<file path="src/rtl/instr_mem_sync.sv">
// Synchronous-read instruction memory for the fetch stage.
// A boot loader fills the array while the block is in S_LOAD. After ld_done the
// block serves registered 1-cycle fetches with stall/flush handling and a fault
// flag for misaligned or out-of-range PCs.
module instr_mem_sync #(
  parameter int          DEPTH         = 64,
  parameter logic [31:0] NOP           = 32'h0000_0013,
  parameter bit          LOAD_ON_RESET = 1'b1,
  parameter              INIT_FILE     = ""
) (
  input  logic                     clk,
  input  logic                     reset,
  input  logic [31:0]              A,
  input  logic                     fetch_en,
  input  logic                     stall,
  input  logic                     flush,
  output logic [31:0]              RD,
  output logic                     rd_valid,
  output logic                     fault,
  output logic                     ready,
  input  logic                     ld_we,
  input  logic [$clog2(DEPTH)-1:0] ld_addr,
  input  logic [31:0]              ld_data,
  input  logic                     ld_done,
  output logic [$clog2(DEPTH):0]   ld_count
);

  localparam int AW = $clog2(DEPTH);
  localparam logic [AW:0] CNT_ONE = (AW+1)'(1);
  localparam logic [AW:0] CNT_MAX = (AW+1)'(DEPTH);

  typedef enum logic [0:0] {
    S_LOAD = 1'b0,
    S_RUN  = 1'b1
  } state_e;

  localparam state_e RESET_STATE = LOAD_ON_RESET ? S_LOAD : S_RUN;

  state_e      state_q, state_d;
  logic [AW:0] ld_count_q, ld_count_d;
  logic [31:0] rd_q, rd_d;
  logic        rd_valid_q, rd_valid_d;
  logic        fault_q, fault_d;
  logic        bad_s;
  logic [31:0] mem_q [DEPTH];

  // Misaligned PC, or any address bit above the array range, is a fault (no aliasing).
  assign bad_s = (A[1:0] != 2'b00) | (A[31:AW+2] != '0);

  // Loader FSM next state and saturating count of accepted loader writes.
  always_comb begin
    state_d    = state_q;
    ld_count_d = ld_count_q;
    case (state_q)
      S_LOAD: begin
        if (ld_we && (ld_count_q != CNT_MAX)) begin
          ld_count_d = ld_count_q + CNT_ONE;
        end else begin
          ld_count_d = ld_count_q;
        end
        if (ld_done) begin
          state_d = S_RUN;
        end else begin
          state_d = S_LOAD;
        end
      end
      S_RUN: begin
        state_d = S_RUN;
      end
      default: begin
        state_d = RESET_STATE;
      end
    endcase
  end

  // Read path: flush beats stall beats fetch; nothing is fetched while loading.
  always_comb begin
    rd_d       = NOP;
    rd_valid_d = 1'b0;
    fault_d    = 1'b0;
    if (state_q != S_RUN) begin
      rd_d       = NOP;
      rd_valid_d = 1'b0;
      fault_d    = 1'b0;
    end else if (flush) begin
      rd_d       = NOP;
      rd_valid_d = 1'b0;
      fault_d    = 1'b0;
    end else if (stall) begin
      rd_d       = rd_q;
      rd_valid_d = rd_valid_q;
      fault_d    = fault_q;
    end else if (fetch_en) begin
      if (bad_s) begin
        rd_d       = NOP;
        rd_valid_d = 1'b0;
        fault_d    = 1'b1;
      end else begin
        rd_d       = mem_q[A[AW+1:2]];
        rd_valid_d = 1'b1;
        fault_d    = 1'b0;
      end
    end else begin
      rd_d       = NOP;
      rd_valid_d = 1'b0;
      fault_d    = 1'b0;
    end
  end

  // Control and output registers with synchronous reset.
  always_ff @(posedge clk) begin
    if (reset) begin
      state_q    <= RESET_STATE;
      ld_count_q <= '0;
      rd_q       <= NOP;
      rd_valid_q <= 1'b0;
      fault_q    <= 1'b0;
    end else begin
      state_q    <= state_d;
      ld_count_q <= ld_count_d;
      rd_q       <= rd_d;
      rd_valid_q <= rd_valid_d;
      fault_q    <= fault_d;
    end
  end

  // Loader write port; reset in the same cycle suppresses the write.
  always_ff @(posedge clk) begin
    if (!reset && (state_q == S_LOAD) && ld_we) begin
      mem_q[ld_addr] <= ld_data;
    end
  end

  assign RD       = rd_q;
  assign rd_valid = rd_valid_q;
  assign fault    = fault_q;
  assign ready    = (state_q == S_RUN);
  assign ld_count = ld_count_q;

endmodule

</file>
<file path="config.mk">
export PLATFORM = sky130hd
export DESIGN_NAME = instr_mem_sync
export DESIGN_NICKNAME = d
export VERILOG_FILES = /design/src/rtl/instr_mem_sync.sv
export SDC_FILE = /design/constraint.sdc
export NUM_CORES = 2
export LEC_CHECK = 0
export ABC_AREA = 1
export BUFFER_PORTS_ARGS = -buffer_cell sky130_fd_sc_hd__buf_2
export CAP_MARGIN = 20
export CORE_MARGIN = 3
export CORE_UTILIZATION = 63
export CTS_BUF_LIST = sky130_fd_sc_hd__clkbuf_16
export CTS_CLUSTER_DIAMETER = 50
export CTS_CLUSTER_SIZE = 10
export DETAILED_ROUTE_END_ITERATION = 12
export HOLD_SLACK_MARGIN = 0.15
export PLACE_DENSITY_LB_ADDON = 0.08
export SLEW_MARGIN = 20
export SYNTH_ARGS = -nofsm -noshare
export SYNTH_HDL_FRONTEND = slang
export SYNTH_SLANG_ARGS = --single-unit
</file>
<file path="constraint.sdc">
create_clock -name clk -period 4.4 [get_ports clk]
set_input_delay 0.88 -clock clk [delete_from_list [all_inputs] [get_ports clk]]
set_output_delay 0.88 -clock clk [all_outputs]
set_load 0.02 [all_outputs]
</file>
Yosys cells after proc, flatten, opt, wreduce, memory -nomap -nowiden
Memory sizes are Yosys's and may differ from the RTL's.
Cells that the tools add are included.

word-level totals
  register bits after elaboration = 42
  RAM bits = 2048
  input bits = 77
  memories kept = 1

memories
  name   words  bits a word  rd ports  clocked after memory_dff  write ports  line  source
  mem_q  64     32           1         0                         1            45    logic [31:0] mem_q [DEPTH];

operators by class
  add/sub/neg operators = 1
  equality and inequality tests = 1
  mux-type cells = 10
  bitwise operators = 2
  reductions and logical operators = 8

operator list
  operator             count
  $mux 32              2
  $reduce_bool 24->1   1
  $add 7x1->7 const B  1
  $mux 1               7
  $ne 7x7->1 const B   1
  $logic_and 1x1->1    3
  $reduce_or 3->1      1
  $pmux 1 s2           1
  $reduce_and 2->1     1
  $reduce_bool 2->1    1
  $logic_not 1->1      1
  $not 1->1            1
  $or 1x1->1           1

Logic depth before layout (Yosys ltp)
  depth in word-level cells = 5
  depth in mapped cells = 14
  gate-level depth less buffers = 11

Worst setup path before layout
Ideal clock, no wire load.

  path type = in2reg
  start = in reset
  end = mem mem_q[0][0] (enable)
  arrival time = 3.327 ns
  required time = 3.979 ns
  slack = 0.652 ns
  stages = 4
  buffers on the path = 1
  path through = buf_2 -> nor3_1 -> nand4_1 -> nor2_1

on the way
  longest elaborated chain between the ends = 5

RTL lines
  what                             line  source
  start, declared                  12    input logic reset,
  $logic_not 1->1                  129   if (!reset && (state_q == S_LOAD) && ld_we) begin
  $logic_and 1x1->1 (2 in series)  129
  $mux 1                           129
  $mux 1 (implied by the code)     130   mem_q[ld_addr] <= ld_data;
  end, declared                    45

No other way between the ends.

Worst setup path after layout
  start = in A[2]
  end = reg rd_q[24] (netlist: RD[24])

on the way
  longest elaborated chain between the ends = 3

RTL lines
  what                  line  source
  start, declared       13    input logic [31:0] A,
  $mem_v2 64x32         -
  $mux 32               94    if (bad_s) begin
  $mux 32               93    end else if (fetch_en) begin
  end signal, assigned  121   rd_q <= rd_d;
  end, declared         41    logic [31:0] rd_q, rd_d;

No other way between the ends.
A chain may end at the register's enable or synchronous reset.

==> out/qor.txt <==
Status: completed
Largest net degree at the start of global routing: 171
Clk slew on worst S/H paths: 60 ps
MaxCap Viol Count: 0
Most common cell after layout, fill and taps aside: nand2_1
NetSw: 9.026 mW
Seq pwr share: 0.536
Gr usage total: 0.3389
Layout cells sized above 1: 0.08599
Fin crit share: 0.6150
Leakage: 33.28 nW
Crit end category: flop
Tmin final: 2706 ps
Buffer depth of the longest clock path: 3
Post-Place Cells: 8,457
Detailed-placement wirelength estimate: 113.8 mm
Top cell by count, worst path: nand3_1
CP Class: in -> reg
Pint: 31.87 mW
Skew-Pair Late Insertion Delay: 840 ps
Critical path data required time: 5120 ps
# port buffers: 118
Post-DRT Antenna Nets: 0
CTS resizes: 0
Cell taking the most area after synthesis: edfxtp_1
Combinational group share of total power: 0.056
NumNets Final: 7,025
Commonest non-fill, non-tap cells in the layout: 2,170 x nand2_1, 2,048 x edfxtp_1, 1,989 x nand3_1
Synth cell types: 26
Post-CTS Setup Bufs: 0
CTS Buf Count: 228
Final Max Tran Viols: 0
I/O pins: 119
CP Max Fanout: 128
WHS Path Cells: 3
Initial drt markers: 7,497
Worst reg2reg path depth: 5
Synth warn: 0
Root cell of the clock tree: clkbuf_16
Synthesized instance count: 6,877
TNS Setup: 0 ps
RSZ-0062 raised after global routing: false
CTS sink cnt: 2,090
Vias: 55,500
GR Overflow Total: 0
Hold-fix buffers at CTS: 0
CP max-delay cell: nand3_1
Final Setup Violations: 0
Via/cell ratio: 6.262
Yosys reg bits: 2,090
VDD IR-drop max: 0.5081 mV
Final Non-Filler Cells: 8,862
Worst-Margin Slew: 1149 ps
Slew margin rel.: 0.2338
Clk_skew: 22.33 ps
Critical-path cell list: buf_8 -> inv_16 -> buf_12 -> buf_4 -> nand2_1 -> nand3_1 -> nand3_1 -> nand3_1 -> nand3_1 -> nand3_1 -> nand3_1 -> a21oi_1
Final WL: 230.5 mm
Die H: 370.1 um
Die width: 370.1 um
Gp weighted congestion: 0.8365
Initial core utilization: 0.6400
Most area-consuming cells after synthesis: edfxtp_1 74%, nand3_1 12%, nand2_1 9.8%
Fin. Hold Viols: 0
H-Tree Depth: 4
Seq/Total Area, Yosys: 0.7465
Syn Area/Cell: 12.14 sq um
Vias in the first global route: 53,000
Residual DRC: 0
Antenna violations before repair: 9
Die Area: 137,000 sq um
Hold Path Class: in -> reg
Crit path DAT: 3420 ps
Power per cell area: 436.9 nW/um^2
Clk pwr share: 0.409
Synth top area share: 0.7365
Area grow syn2layout: 12.08%
DRT Pass-1 Iters: 6
Syn_nets: 6,956
Synthesized cell area: 83,500 sq um
Core box area: 130,500 sq um
Global-route wire length before repair: 340.6 mm
CP startpoint kind: input port
Fmax achieved: 369.6 MHz
CTS tree: done
Avg WL per Cell: 26.01 um
Row Count: 132
Slowest Stage Delay on Critical Path: 370 ps
Switching Share: 0.2207
[power by group through the flow]
stage / registers (mW) / clock network, mW / logic [mW]
3_5_place_dp: 22.3 / 0 / 2.23
6_report: 21.9 / 16.7 / 2.28
3_3_place_gp: 22.3 / 0 / 2.19
4_1_cts: 21.9 / 16.8 / 2.25
2_1_floorplan: 22.3 / 0 / 1.29
5_1_grt: 21.9 / 17.7 / 2.47
[synthesized netlist by cell type (all sizes together)]
library cell  instances
nor3b                 2
a211oi                1
edfxtp             2048
nor4                  4
nand3              1989
o21a                  2
nand4                 9
clkbuf               96
inv                  24
nand2              2170
a21oi                33
buf                 359
o21bai                1
nor2                 80
nor3                  8
dfxtp                42
clkinv                1
o21ai                 2
or2                   4
ha                    2
[per-layer routing]
metal / GRT usage / share of wire
met4: 0.1403 / 0.040
met3: 0.07456 / 0.11
met1: 0.4639 / 0.37
met5: 0 / 0.00046
met2: 0.5338 / 0.47
[metrics by stage]
step | worst slack (ps) | util | hold WS, ps | area [sq um] | power [mW]
after floorplan | 651.9 | - | 534.5 | 83500 | 23.61
after global placement | 848.6 | 0.6658 | 450.2 | 86870 | 24.51
after detailed placement | 912.2 | 0.6665 | 448.0 | 86960 | 24.55
after CTS | 1758 | 0.7167 | 209.0 | 93510 | 40.98
after global routing | 1682 | 0.7172 | 231.9 | 93580 | 42.05
final | 1694 | 0.7173 | 259.0 | 93590 | 40.89
[flip-flops by register name, indices dropped and copies added, names as in the netlist]
name / count
RD: 32
fault: 1
ld_count: 7
mem_q: 2048
rd_valid: 1
ready: 1
[path summary, 6_finish.rpt]
check                           from                 endpoint  slack (ps)
setup reg to reg    ready$_SDFF_PP0_  mem_q[51][21]$_DFFE_PP_        1990
hold reg to reg   fault$_SDFFE_PP0N_       fault$_SDFFE_PP0N_         460
setup / recovery                A[2]      RD[24]$_SDFFE_PP0N_        1690
hold / removal               ld_done         ready$_SDFF_PP0_         260
[critical path, delay by kind of cell]
kind | cells | cell delay (ps)
and+or+nand+nor | 7 | 1080
buffers and inverters | 4 | 1180
AOI/OAI and AO/OA | 1 | 80
[cell type report]
type                    instances  area (sq um)
multi-input cells            4307         19280
diodes                          3         7.507
inverters                      25         131.4
flip-flops and latches       2090         62340
fillers                      8783         36890
clock inverters               168         710.7
clock buffers                 233          5831
repair buffers                294          3104
well taps                    1742          2180
[kinds of logic (layout without fill, tap and decap cells)]
group | after synthesis | count (layout) | share of synthesized area
buffers and inverters | 480 | 720 | 0.02841
AOI/OAI and AO/OA | 39 | 39 | 0.002457
and+or+nand+nor | 4266 | 4266 | 0.2223
DFF | 2090 | 2090 | 0.7466
adders and majority gates | 2 | 2 | 0.0002996
other | 0 | 3 | 0
Note: power is estimated with default switching activity, not from simulation.
